## src/rtl/mul_issue_ctrl.sv

```systemverilog
// mul_issue_ctrl
//
// Issue controller for the shared 32x32 pipelined unsigned multiplier.
// Two requesters compete round-robin for one issue slot per cycle. Signed
// operands are converted to magnitudes before issue. The sign is carried
// alongside the operation in a valid/tag shift register that matches the
// multiplier latency, and it is re-applied at writeback. Results land in a
// response FIFO. A credit counter (in flight + queued) caps the number of
// outstanding operations at the FIFO depth, so a writeback always finds room.
//
// Ports
//   clk, reset              clock, asynchronous active-low reset
//   req{0,1}_valid/ready    request handshake
//   req{0,1}_a/_b           32-bit operands
//   req{0,1}_signed         1 = two's-complement operands, 0 = unsigned
//   req{0,1}_tag            opaque tag returned with the result
//   mul_a, mul_b            registered magnitudes driven to the multiplier
//   mul_z                   unsigned product, LAT cycles after mul_a/mul_b
//   rsp_valid/ready         response handshake (FIFO head)
//   rsp_id, rsp_tag         originating requester and its tag
//   rsp_hi, rsp_lo          64-bit product, upper and lower half
//   busy                    operations in flight or responses queued
//
// Handshakes: a transfer happens on a rising edge where valid and ready are
// both high. req*_ready depends on the requester's own valid (and the other
// requester's valid), so a requester must never derive valid from ready.
// rsp_valid only depends on FIFO state, and rsp_* hold still while
// rsp_valid=1 and rsp_ready=0.

module mul_issue_ctrl #(
    parameter int LAT    = 7,
    parameter int TAGW   = 4,
    parameter int RDEPTH = 8
) (
    input  logic            clk,
    input  logic            reset,
    input  logic            req0_valid,
    output logic            req0_ready,
    input  logic [31:0]     req0_a,
    input  logic [31:0]     req0_b,
    input  logic            req0_signed,
    input  logic [TAGW-1:0] req0_tag,
    input  logic            req1_valid,
    output logic            req1_ready,
    input  logic [31:0]     req1_a,
    input  logic [31:0]     req1_b,
    input  logic            req1_signed,
    input  logic [TAGW-1:0] req1_tag,
    output logic [31:0]     mul_a,
    output logic [31:0]     mul_b,
    input  logic [63:0]     mul_z,
    output logic            rsp_valid,
    input  logic            rsp_ready,
    output logic            rsp_id,
    output logic [TAGW-1:0] rsp_tag,
    output logic [31:0]     rsp_hi,
    output logic [31:0]     rsp_lo,
    output logic            busy
);

    localparam int PW = $clog2(RDEPTH);
    localparam int CW = PW + 1;

    function automatic logic [31:0] magnitude(input logic [31:0] x, input logic s);
        // 0x80000000 maps to itself, which is the right unsigned magnitude.
        return (s & x[31]) ? (~x + 32'd1) : x;
    endfunction

    // ---------------- credit and arbitration ----------------
    logic [CW-1:0] occ;
    logic          rr;
    logic          issue_ok;
    logic          grant0, grant1, accept, pop;

    assign issue_ok = reset && (occ < CW'(RDEPTH));
    // rr names the requester that wins when both are valid.
    assign grant0   = issue_ok & req0_valid & (~req1_valid | ~rr);
    assign grant1   = issue_ok & req1_valid & (~req0_valid |  rr);
    assign accept   = grant0 | grant1;
    assign req0_ready = grant0;
    assign req1_ready = grant1;

    logic [31:0]     sel_a, sel_b;
    logic            sel_signed, sel_neg;
    logic [TAGW-1:0] sel_tag;

    assign sel_a      = grant1 ? req1_a      : req0_a;
    assign sel_b      = grant1 ? req1_b      : req0_b;
    assign sel_signed = grant1 ? req1_signed : req0_signed;
    assign sel_tag    = grant1 ? req1_tag    : req0_tag;
    assign sel_neg    = sel_signed & (sel_a[31] ^ sel_b[31]);

    // ---------------- in-flight shift register ----------------
    logic [LAT:0]    sr_valid;
    logic [LAT:0]    sr_id;
    logic [LAT:0]    sr_neg;
    logic [TAGW-1:0] sr_tag [0:LAT];

    always_ff @(posedge clk or negedge reset) begin
        if (!reset) begin
            sr_valid <= '0;
            sr_id    <= '0;
            sr_neg   <= '0;
            for (int i = 0; i <= LAT; i++) sr_tag[i] <= '0;
            mul_a    <= '0;
            mul_b    <= '0;
        end else begin
            sr_valid <= {sr_valid[LAT-1:0], accept};
            sr_id    <= {sr_id[LAT-1:0], grant1};
            sr_neg   <= {sr_neg[LAT-1:0], sel_neg};
            sr_tag[0] <= sel_tag;
            for (int i = 1; i <= LAT; i++) sr_tag[i] <= sr_tag[i-1];
            if (accept) begin
                mul_a <= magnitude(sel_a, sel_signed);
                mul_b <= magnitude(sel_b, sel_signed);
            end
        end
    end

    logic        wb;
    logic [63:0] wb_res;

    assign wb     = sr_valid[LAT];
    assign wb_res = sr_neg[LAT] ? (~mul_z + 64'd1) : mul_z;

    // ---------------- response FIFO ----------------
    logic            fifo_id  [RDEPTH];
    logic [TAGW-1:0] fifo_tag [RDEPTH];
    logic [63:0]     fifo_res [RDEPTH];
    logic [PW-1:0]   wr_ptr, rd_ptr;
    logic [CW-1:0]   count;

    assign rsp_valid = (count != '0);
    assign pop       = rsp_valid & rsp_ready;

    // Storage needs no reset: outputs are masked while the FIFO is empty.
    always_ff @(posedge clk) begin
        if (wb) begin
            fifo_id[wr_ptr]  <= sr_id[LAT];
            fifo_tag[wr_ptr] <= sr_tag[LAT];
            fifo_res[wr_ptr] <= wb_res;
        end
    end

    always_ff @(posedge clk or negedge reset) begin
        if (!reset) begin
            wr_ptr <= '0;
            rd_ptr <= '0;
            count  <= '0;
            occ    <= '0;
            rr     <= 1'b0;
        end else begin
            // RDEPTH is a power of two, so pointers wrap by overflow.
            if (wb)  wr_ptr <= wr_ptr + PW'(1);
            if (pop) rd_ptr <= rd_ptr + PW'(1);
            case ({wb, pop})
                2'b10:   count <= count + CW'(1);
                2'b01:   count <= count - CW'(1);
                default: count <= count;
            endcase
            // Writeback only moves an entry from in flight to queued.
            case ({accept, pop})
                2'b10:   occ <= occ + CW'(1);
                2'b01:   occ <= occ - CW'(1);
                default: occ <= occ;
            endcase
            if (accept) rr <= grant0;
        end
    end

    assign rsp_id  = rsp_valid & fifo_id[rd_ptr];
    assign rsp_tag = rsp_valid ? fifo_tag[rd_ptr] : '0;
    assign rsp_hi  = rsp_valid ? fifo_res[rd_ptr][63:32] : '0;
    assign rsp_lo  = rsp_valid ? fifo_res[rd_ptr][31:0]  : '0;
    assign busy    = (occ != '0);

endmodule
```

## config.mk

```make
export PLATFORM = sky130hd
export DESIGN_NAME = mul_issue_ctrl
export DESIGN_NICKNAME = d
export VERILOG_FILES = /design/src/rtl/mul_issue_ctrl.sv
export SDC_FILE = /design/constraint.sdc
export NUM_CORES = 1
export LEC_CHECK = 0
export BUFFER_PORTS_ARGS = -buffer_cell sky130_fd_sc_hd__buf_2
export CORE_UTILIZATION = 56
export DETAILED_ROUTE_END_ITERATION = 10
export PLACE_DENSITY_LB_ADDON = 0.12
export SETUP_SLACK_MARGIN = 0.02
export SLEW_MARGIN = 40
export SYNTH_ARGS = -nofsm -noshare
export SYNTH_HDL_FRONTEND = slang
export SYNTH_SLANG_ARGS = --single-unit
```

## constraint.sdc

```tcl
create_clock -name clk -period 8.6 [get_ports clk]
set_input_delay 1.72 -clock clk [delete_from_list [all_inputs] [get_ports clk]]
set_output_delay 1.72 -clock clk [all_outputs]
set_load 0.02 [all_outputs]
```

==> impl_metrics.yaml <==
clock_tree:
  cts_sinks: 687
  root_buffer: "clkbuf_16"
  cts_buffers: 72
  htreeDepth: 3
  clkTransAtPathRegs_ns: 0.06
  clockBufferDepth: 3
  cts_resized: 0
  ctsHoldBuffers: 0
  cts_tree: "yes"
  clk_latency_ns: 0.60
  post_cts_buffers: 0
sta:
  fin_hold_ws_ns: 0.334
  final_hold_viol_count: 0
  slew_viol_final: 0
  fin_crit_sh: 0.620
  rsz0062_at_grt: "false"
  finalClockSkew_ns: 0.0282
  final-setup-viol-count: 0
  worst_pin_slew_ns: 0.842
  max_slew_margin: 0.433
  finalCriticalPeriod_ns: 5.33
  layout_setup_ws_ns: 3.27
  max_freq_mhz: 188
  final.setup.tns_ns: 0
detailed_routing:
  wl_met1_mm: 30.1
  finalWirelength_mm: 74.7
  num_vias: 18900
  route.met3.wl_mm: 5.67
  routed.top_layer: "met5"
  wl_per_cell_um: 24.4
  drtIter0Drc: 1422
  drt-vias-per-instance: 6.16
  drc_errors: 0
  drtAntennaViolNets: 0
  route.met2.wl_mm: 36.8
  dr.pass1.iters: 5
die:
  fp.dieH_um: 234
  dieArea_mm2: 0.0550
  floorplan.initialDensity: 0.571
  die_w_um: 234
  ioPinCount: 344
  core_area_mm2: 0.0530
  num_rows: 84
finish:
  finish.utilization: 0.663
  final_nets: 2539
  fillers: 3807
  drive_gt1_frac: 0.283
  area_growth_pct: 16.0
place:
  globalplace.congestion: 0.985
  dp_hpwl_mm: 46.9
  io_buffer_count: 343
  place_worst_setup_slack_ns: 2.82
global_route:
  grt_pass1_wl_mm: 113
  grtUsageTotal: 0.276
  antenna_found_initial: 6
  gr-total-overflow: 0
  grt_pass1_vias: 19000
  grt_max_degree: 73
logic_synthesis:
  syn_avg_cell_area_um2: 15.4
  synth_top_area_cell: "edfxtp_1"
  yosys-top-cells-area: "edfxtp_1 (55%), dfrtp_1 (11%), mux4_2 (10%), mux2i_1 (3.7%), xnor2_1 (2.7%)"
  synth_area_mm2: 0.0303
  ys_top_cells_by_count: "edfxtp_1 (552), nand2_1 (158), nor2_1 (142)"
  yosysMostFrequentCell: "edfxtp_1"
  synth.distinct_cells: 67
  synth_edf_count: 552
  seq_area_frac_synth: 0.659
  ys_dominant_reg_cell: "edfxtp_1"
  syn_nets: 2191
  synth-async-reset-ratio: 0.197
  netlist_instances: 1971
  ys_seq_elements: 687
  yosysWarnings: 0
  synthDominantCellAreaShare: 0.548
pwr:
  p_leak_uw: 0.0128
  peakVddDrop_mv: 0.209
  power_density_mw_per_mm2: 325
worst_setup_path:
  crit_arrival_ns: 3.61
  endpoint_kind: "primary output"
  cp_data_required_time_ns: 6.88
  critPathMaxFanout: 39
  regToRegSetupSlack_ns: 4.52
  crit_path_start_kind: "input pin"
  worstSetupPathType: "in -> out"
hold_path:
  hold_class: "reg -> reg"
flow_run:
  max-cap-violations: 0
status:
  status: "finished clean"
## per-stage QoR
| step | instances | instance area [um2] | total power, uW |
|---|---|---|---|
| detailed placement | 2933 | 32800 | 8510 |
| global route | 3062 | 35100 | 12000 |
| finish | 3062 | 35100 | 11400 |
| CTS | 3059 | 35100 | 11500 |
| global placement | 2933 | 32800 | 8440 |
| floorplan | 1971 | 30300 | 7170 |
## per-layer routing
metal / global-route usage / vias up
met2: 0.451 / 862
met1: 0.371 / 9489
met4: 0.101 / 2
li1: - / 8366
met5: 0 / -
met3: 0.0516 / 141
## path summary, 6_finish.rpt
kind                         endpoint       from  depth (start not counted)
min in group asynchronous   mul_b[13]      reset                          1
setup / recovery           req1_ready      reset                          5
setup reg to reg            mul_b[16]         rr                         12
hold reg to reg             sr_neg[4]  sr_neg[3]                          0
max in group asynchronous   rd_ptr[2]      reset                          3
hold / removal              sr_neg[4]  sr_neg[3]                          0
## kinds of logic after synthesis
family / synth area share
DFF: 0.659
and+or+nand+nor: 0.0793
muxes: 0.143
AOI/OAI and AO/OA: 0.0515
xor gates and xnor gates: 0.0451
buffers and inverters: 0.0158
adders and majority gates: 0.00587
## layout make-up
| cell class | instances | area, um2 | area share |
|---|---|---|---|
| inverter | 18 | 67.6 | 0.00192 |
| clock inverter | 42 | 355 | 0.0101 |
| clock buffer | 84 | 1930 | 0.0550 |
| tap | 688 | 861 | 0.0245 |
| timing repair buffer | 376 | 2000 | 0.0569 |
| multi-input combinational | 1164 | 9930 | 0.283 |
| antenna | 3 | 7.51 | 0.000214 |
| sequential | 687 | 20000 | 0.569 |
## flip-flops by register name, summed over array words and instances (netlist names)
signal	cells
count	4
fifo_id	8
fifo_res	512
fifo_tag	32
mul_a	32
mul_b	32
occ	4
rd_ptr	3
rr	1
sr_id	8
sr_neg	8
sr_tag	32
sr_valid	8
wr_ptr	3
## power by group
part	internal [uW]	total [uW]	leakage, uW	switching (uW)
clock network	1760	3010	0.00113	1250
logic	1500	3830	0.00507	2330
registers	4230	4570	0.00663	341
## cell usage in the layout, fill, tap and decap left out, types with 5 or more instances in the layout
cell type,instances
edfxtp_1,552
buf_2,342
nand2_1,158
mux4_2,138
nor2_1,135
dfrtp_1,131
mux2i_1,111
xnor2_1,93
clkbuf_16,75
o21ai_0,66
xor2_1,62
nor3_1,50
a21oi_1,40
nor4_1,38
or3_1,30
buf_4,28
o31ai_1,26
o221ai_1,20
clkinv_2,17
inv_1,16
nand3_1,16
clkinv_1,11
nand4_1,11
ha_1,11
nand2b_1,10
or4_1,10
a31oi_1,10
mux2_2,10
o41ai_1,9
o31a_1,8
nor2_4,7
o211ai_1,7
clkbuf_1,7
or2_2,6
o22ai_1,6
a22oi_1,5
bufinv_16,5
buf_6,5
## worst max-delay path, cell delays in order
cell and delay (ns):
buf_6 0.33, nor2b_1 0.63, nand3_4 0.15, inv_2 0.46
buf_2 0.27
Power figures use the tool's default switching activity.
